**src/rtl/fpu_pkg.sv**
```systemverilog
// Shared FPU issue definitions: controller states, op-select encoding and defaults.
package fpu_pkg;

  // Issue controller states
  typedef enum logic {
    IDLE = 1'b0,
    WAIT = 1'b1
  } fpu_state_t;

  // Bit of the decoded control word that marks an FPU operation
  localparam int FPU_OP_BIT = 4;

  // Default width of the latency counter and of the decoded latency field
  localparam int LAT_W_DEFAULT = 4;

  // 5-bit FPU op codes presented on fpu_cont / fpu_sel
  localparam logic [4:0] OP_FADD   = 5'b10000;
  localparam logic [4:0] OP_FSUB   = 5'b10001;
  localparam logic [4:0] OP_FMUL   = 5'b10010;
  localparam logic [4:0] OP_FDIV   = 5'b10011;
  localparam logic [4:0] OP_FSQRT  = 5'b10100;
  localparam logic [4:0] OP_FSGNJ  = 5'b11000;
  localparam logic [4:0] OP_FCVTSW = 5'b11100;

endpackage

```
**src/rtl/fpu_issue_ctrl_lat_counter.sv**
```systemverilog
// Loadable down-counter that times a multi-cycle FPU operation.
// last flags the final cycle of the operation (cnt == 1).
module fpu_lat_counter #(
  parameter int LAT_W = 4
) (
  input  logic             clk,
  input  logic             rstn,
  input  logic             load,
  input  logic             dec,
  input  logic             clr,
  input  logic [LAT_W-1:0] load_val,
  output logic [LAT_W-1:0] cnt,
  output logic             last
);

  assign last = (cnt == LAT_W'(1));

  // Load on accept, count down while waiting, clear on a pipeline kill
  always_ff @(posedge clk or negedge rstn) begin
    if (!rstn) begin
      cnt <= '0;
    end else if (clr) begin
      cnt <= '0;
    end else if (load) begin
      cnt <= load_val;
    end else if (dec && (cnt != '0)) begin
      cnt <= cnt - LAT_W'(1);
    end
  end

endmodule

```
**src/rtl/fpu_issue_ctrl.sv**
```systemverilog
// FPU issue controller: accepts FPU ops from execute, stalls the pipeline for
// the decoded latency, then captures the FPU result for a one-cycle writeback.
module fpu_issue_ctrl
  import fpu_pkg::*;
#(
  parameter int LAT_W  = LAT_W_DEFAULT,
  parameter int DATA_W = 32
) (
  input  logic              clk,
  input  logic              rstn,
  input  logic              issue_valid,
  input  logic [4:0]        fpu_cont,
  input  logic [LAT_W-1:0]  fpu_stall,
  input  logic [4:0]        rd_addr,
  input  logic              rd_reg_src,
  input  logic              regwrite_in,
  input  logic              flush,
  input  logic [DATA_W-1:0] fpu_y,
  output logic [4:0]        fpu_sel,
  output logic              stall,
  output logic              busy,
  output logic              wb_valid,
  output logic [DATA_W-1:0] wb_data,
  output logic [4:0]        wb_rd,
  output logic              wb_float,
  output logic              wb_we
);

  fpu_state_t       state;
  logic [4:0]       hold_op;
  logic [4:0]       hold_rd;
  logic             hold_float;
  logic             hold_we;
  logic [LAT_W-1:0] cnt;
  logic             cnt_last;
  logic             accept;
  logic             lat_zero;
  logic             finish;
  logic             in_wait;

  // rstn gates accept so that no stall can leak out while reset is held
  assign in_wait  = (state == WAIT);
  assign lat_zero = (fpu_stall == '0);
  assign accept   = rstn && issue_valid && fpu_cont[FPU_OP_BIT] && !in_wait && !flush;
  assign finish   = in_wait && cnt_last && !flush;

  // Flush overrides the stall so the killed instruction cannot hold the pipe
  assign stall    = !flush && ((accept && !lat_zero) || in_wait);
  assign busy     = in_wait;
  assign fpu_sel  = in_wait ? hold_op : fpu_cont;

  fpu_lat_counter #(
    .LAT_W (LAT_W)
  ) u_lat_counter (
    .clk      (clk),
    .rstn     (rstn),
    .load     (accept && !lat_zero),
    .dec      (in_wait),
    .clr      (flush),
    .load_val (fpu_stall),
    .cnt      (cnt),
    .last     (cnt_last)
  );

  // Issue FSM: latch the op on accept, leave WAIT on the last cycle or a flush
  always_ff @(posedge clk or negedge rstn) begin
    if (!rstn) begin
      state      <= IDLE;
      hold_op    <= '0;
      hold_rd    <= '0;
      hold_float <= 1'b0;
      hold_we    <= 1'b0;
    end else begin
      if (accept) begin
        hold_op    <= fpu_cont;
        hold_rd    <= rd_addr;
        hold_float <= rd_reg_src;
        hold_we    <= regwrite_in;
      end
      case (state)
        IDLE: if (accept && !lat_zero) state <= WAIT;
        WAIT: if (flush || cnt_last)   state <= IDLE;
        default:                       state <= IDLE;
      endcase
    end
  end

  // Writeback capture: zero-latency ops take the live inputs, others the held copy
  always_ff @(posedge clk or negedge rstn) begin
    if (!rstn) begin
      wb_valid <= 1'b0;
      wb_data  <= '0;
      wb_rd    <= '0;
      wb_float <= 1'b0;
      wb_we    <= 1'b0;
    end else begin
      wb_valid <= (accept && lat_zero) || finish;
      if (accept && lat_zero) begin
        wb_data  <= fpu_y;
        wb_rd    <= rd_addr;
        wb_float <= rd_reg_src;
        wb_we    <= regwrite_in;
      end else if (finish) begin
        wb_data  <= fpu_y;
        wb_rd    <= hold_rd;
        wb_float <= hold_float;
        wb_we    <= hold_we;
      end
    end
  end

endmodule

```
**config.mk**
```make
export PLATFORM = sky130hd
export DESIGN_NAME = fpu_issue_ctrl
export DESIGN_NICKNAME = d
export VERILOG_FILES = /design/src/rtl/fpu_pkg.sv /design/src/rtl/fpu_issue_ctrl_lat_counter.sv /design/src/rtl/fpu_issue_ctrl.sv
export SDC_FILE = /design/constraint.sdc
export NUM_CORES = 1
export LEC_CHECK = 0
export BUFFER_PORTS_ARGS = -buffer_cell sky130_fd_sc_hd__buf_2
export CAP_MARGIN = 20
export CELL_PAD_IN_SITES_DETAIL_PLACEMENT = 1
export CELL_PAD_IN_SITES_GLOBAL_PLACEMENT = 1
export CORE_MARGIN = 1.5
export CORE_UTILIZATION = 35
export DETAILED_ROUTE_END_ITERATION = 7
export PLACE_DENSITY_LB_ADDON = 0.1
export RECOVER_POWER = 25
export SLEW_MARGIN = 15
export SYNTH_ARGS = -nofsm -noshare
export SYNTH_HDL_FRONTEND = slang
export SYNTH_SLANG_ARGS = --single-unit
```
**constraint.sdc**
```tcl
create_clock -name clk -period 1.65 [get_ports clk]
set_input_delay 0.33 -clock clk [delete_from_list [all_inputs] [get_ports clk]]
set_output_delay 0.33 -clock clk [all_outputs]
set_load 0.02 [all_outputs]
```
==> results.cfg <==
[logic_synthesis]
ys_types = 31
synth_top_area_share_pct = 54.11
avgSynthCellArea_um2 = 15.15
synth_seq_area_share_pct = 54.11
yosys_warnings = 0
synth_area_leaders = dfrtp_1 54%, mux2_4 17%, mux2_2 8.5%, mux2i_1 2.7%, buf_12 2.3%
yosysTopAreaCell = dfrtp_1
synth_cells = 174
async_reset_ff_share_pct = 100.0
synth_area_um2 = 2636
yosysMostFrequentCell = dfrtp_1
synthFlopType = dfrtp_1
synth_edf_count = 0
synthesis.nets = 229
synthTopCellsByCount = 57 x dfrtp_1, 29 x mux2_4, 20 x mux2_2, 11 x nand2_1
ys_seq_elements = 57

[worst_setup_path]
crit_type = reg2reg
r2r_end = wb_data[13]
max_stage_delay_ns = 0.42
path_cells = buf_6 > buf_4 > nand4_4 > a21boi_4 > buf_12 > clkbuf_16 > mux2_4
cp_slowest_cell = dfrtp_2
rrSetupSlack_ns = -0.09
cp.required_ns = 1.87
crit_start = busy
cp-end-kind = flip-flop
timing.rr.start = busy
cp-start-kind = flip-flop
critical_path.top_delay_family = buffers and inverters
crit_fanout = 6
reg2regPathDepth = 7
critPathBufInv = 4
arrival_ns = 1.96

[sta]
fin_hold_ws_ns = 0.2179
setup_viol = 29
slew_viol_final = 0
rsz0062_at_grt = yes
finalHoldViolCount = 0
timing.fmax_mhz = 573.5
finalCritPeriodShare_pct = 105.7
timing.final.ws_setup_ns = -0.09379
period_needed_ns = 1.744
tightest_slew_ns = 1.237
slew_headroom_pct = 17.53
finClkSkew_ns = 0.006587

[finish]
n_antenna_cell = 0
area_growth_pct = 47.51
drive_gt1_share_pct = 68.27
nets = 362
final_cell_count_no_fill = 411

[global_routing]
grt_pass1_wl_um = 10650
gr-total-overflow = 0
track_usage_pct = 17.05
antenna_found_initial = 0
grt_pass1_vias = 2047
grt_max_degree = 58

[drt]
post_drt_wl_per_cell_um = 16.35
drc = 0
ant_nets = 0
viasPerCell = 4.562
drt_wl_total_um = 6720
drt_first_pass_iters = 2
num_vias = 1875
drt_iter0_markers = 71

[placement]
place_ws_ns = -0.03669
dp.cells = 382
port_buffers = 98
dpl.hpwl_um = 4449
gp_congestion = 0.7405

[hold_path]
worstHoldStart = regwrite_in
hold_path_depth = 3
hold_path_end = wb_we
hold_path_class = in2reg

[floorplanning]
core_um2 = 7253
rows = 31
fp.dieH_um = 89.79
die_w_um = 89.79
floorplan.die_area_um2 = 8062
num_io_pins = 99
start_util_pct = 36.35

[power]
clock_power_share_pct = 39.5
comb_power_share_pct = 20.9
pwr_density_cell_nw_per_um2 = 1133
p_sw_mw = 1.168
p_total_mw = 4.407
internal_power_mw = 3.240
pwr-share-seq_pct = 39.6
ir_worst_vdd_v = 0.0005677
p_sw_share_pct = 26.49
p_leak_nw = 2.141

[flow_run]
drv_cap = 0

[clock_network]
clock_path_buffers = 2
cts_tree = done
root_buffer = clkbuf_8
clkLatencyLatePin_ns = 0.33
cts_inserted_buffers = 9
clkTransAtPathRegs_ns = 0.07
htreeDepth = 3
cts_sinks = 57

[outcome]
status = complete, but fails checks
violations = setup timing
[logic make-up after synthesis]
kind of cell / after synthesis / share of synthesized area (%)
DFF: 57 / 54.11
adders and majority gates: 3 / 1.424
AOI/OAI and AO/OA: 21 / 5.743
muxes: 56 / 27.72
buffers and inverters: 12 / 3.844
and+or+nand+nor: 25 / 7.167
[worst min-delay path, stage by stage]
cell	delay, ns
buf_2	0.08
nand2_1	0.04
o21ai_0	0.06
[cell type report]
type	instances	area, um^2
repair buffers	129	897.1
clock buffers	9	123.9
inverters	5	18.77
flip-flops and latches	57	1428
well taps	99	123.9
fillers	760	3364
multi-input cells	105	1155
clock inverters	7	142.6
[state kept, by name, indices dropped and copies added (netlist names)]
| signal | count |
|---|---|
| busy | 1 |
| hold_float | 1 |
| hold_op | 5 |
| hold_rd | 5 |
| hold_we | 1 |
| u_lat_counter.cnt | 4 |
| wb_data | 32 |
| wb_float | 1 |
| wb_rd | 5 |
| wb_valid | 1 |
| wb_we | 1 |
[stage by stage]
step / util (%) / setup TNS (ns) / cell area (um^2)
3_3_place_gp: 46.04 / 0 / 3339
6_report: 53.61 / -1.943 / 3889
5_1_grt: 53.61 / -3.839 / 3889
4_1_cts: 51.92 / -0.9196 / 3766
3_5_place_dp: 46.04 / -0.5164 / 3339
2_1_floorplan: - / -0.4010 / 2648
[metal layers]
metal,up-vias,track usage (%),share of wire (%)
met5,-,0,0
met4,0,6.746,1.3
met3,6,5.838,5.7
met2,60,27.23,49
met1,929,21.27,44
li1,880,-,-
[repair_timing]
item                       4_1_cts  5_1_grt
pin swaps                        1        0
hold buffers                     0        0
cloned                           1        3
buffers inserted                 8        3
setup endpoints to repair       24       51
gates resized for setup         20       11
[power groups by stage]
| stage | combinational (mW) | clock, mW | sequential, mW |
|---|---|---|---|
| after floorplan | 0.349 | 0 | 1.93 |
| after CTS | 0.914 | 1.79 | 1.75 |
| after global routing | 0.980 | 1.84 | 1.77 |
| after detailed placement | 0.878 | 0 | 1.76 |
| final | 0.920 | 1.74 | 1.75 |
| after global placement | 0.854 | 0 | 1.76 |
[worst max-delay path by stage]
stage | cells after the start | endpoint | slack [ns]
detailed placement | 6 | wb_data[13] | -0.04
global placement | 5 | wb_data[9] | 0.01
global route | 4 | fpu_sel[0] | -0.14
floorplan | 5 | wb_data[10] | -0.01
finish | 7 | wb_data[13] | -0.09
CTS | 4 | fpu_sel[3] | -0.08
[cells in the final DEF (no fill, tap or decap), types with 2 or more instances in the layout]
master / netlist / layout
nor2_4: 2 / 2
buf_4: 1 / 16
buf_6: 0 / 12
inv_2: 0 / 2
nand2_1: 11 / 11
a21oi_1: 4 / 4
clkbuf_8: 0 / 9
mux2_2: 20 / 17
buf_2: 3 / 92
ha_1: 3 / 2
clkinv_4: 0 / 2
buf_12: 3 / 3
mux2i_1: 7 / 7
o21ai_0: 7 / 7
dfrtp_1: 57 / 56
mux2_4: 29 / 32
a2bb2oi_1: 2 / 2
clkbuf_16: 0 / 3
inv_1: 5 / 3
bufinv_16: 0 / 4
No activity file was read; power rests on OpenSTA's default activity.
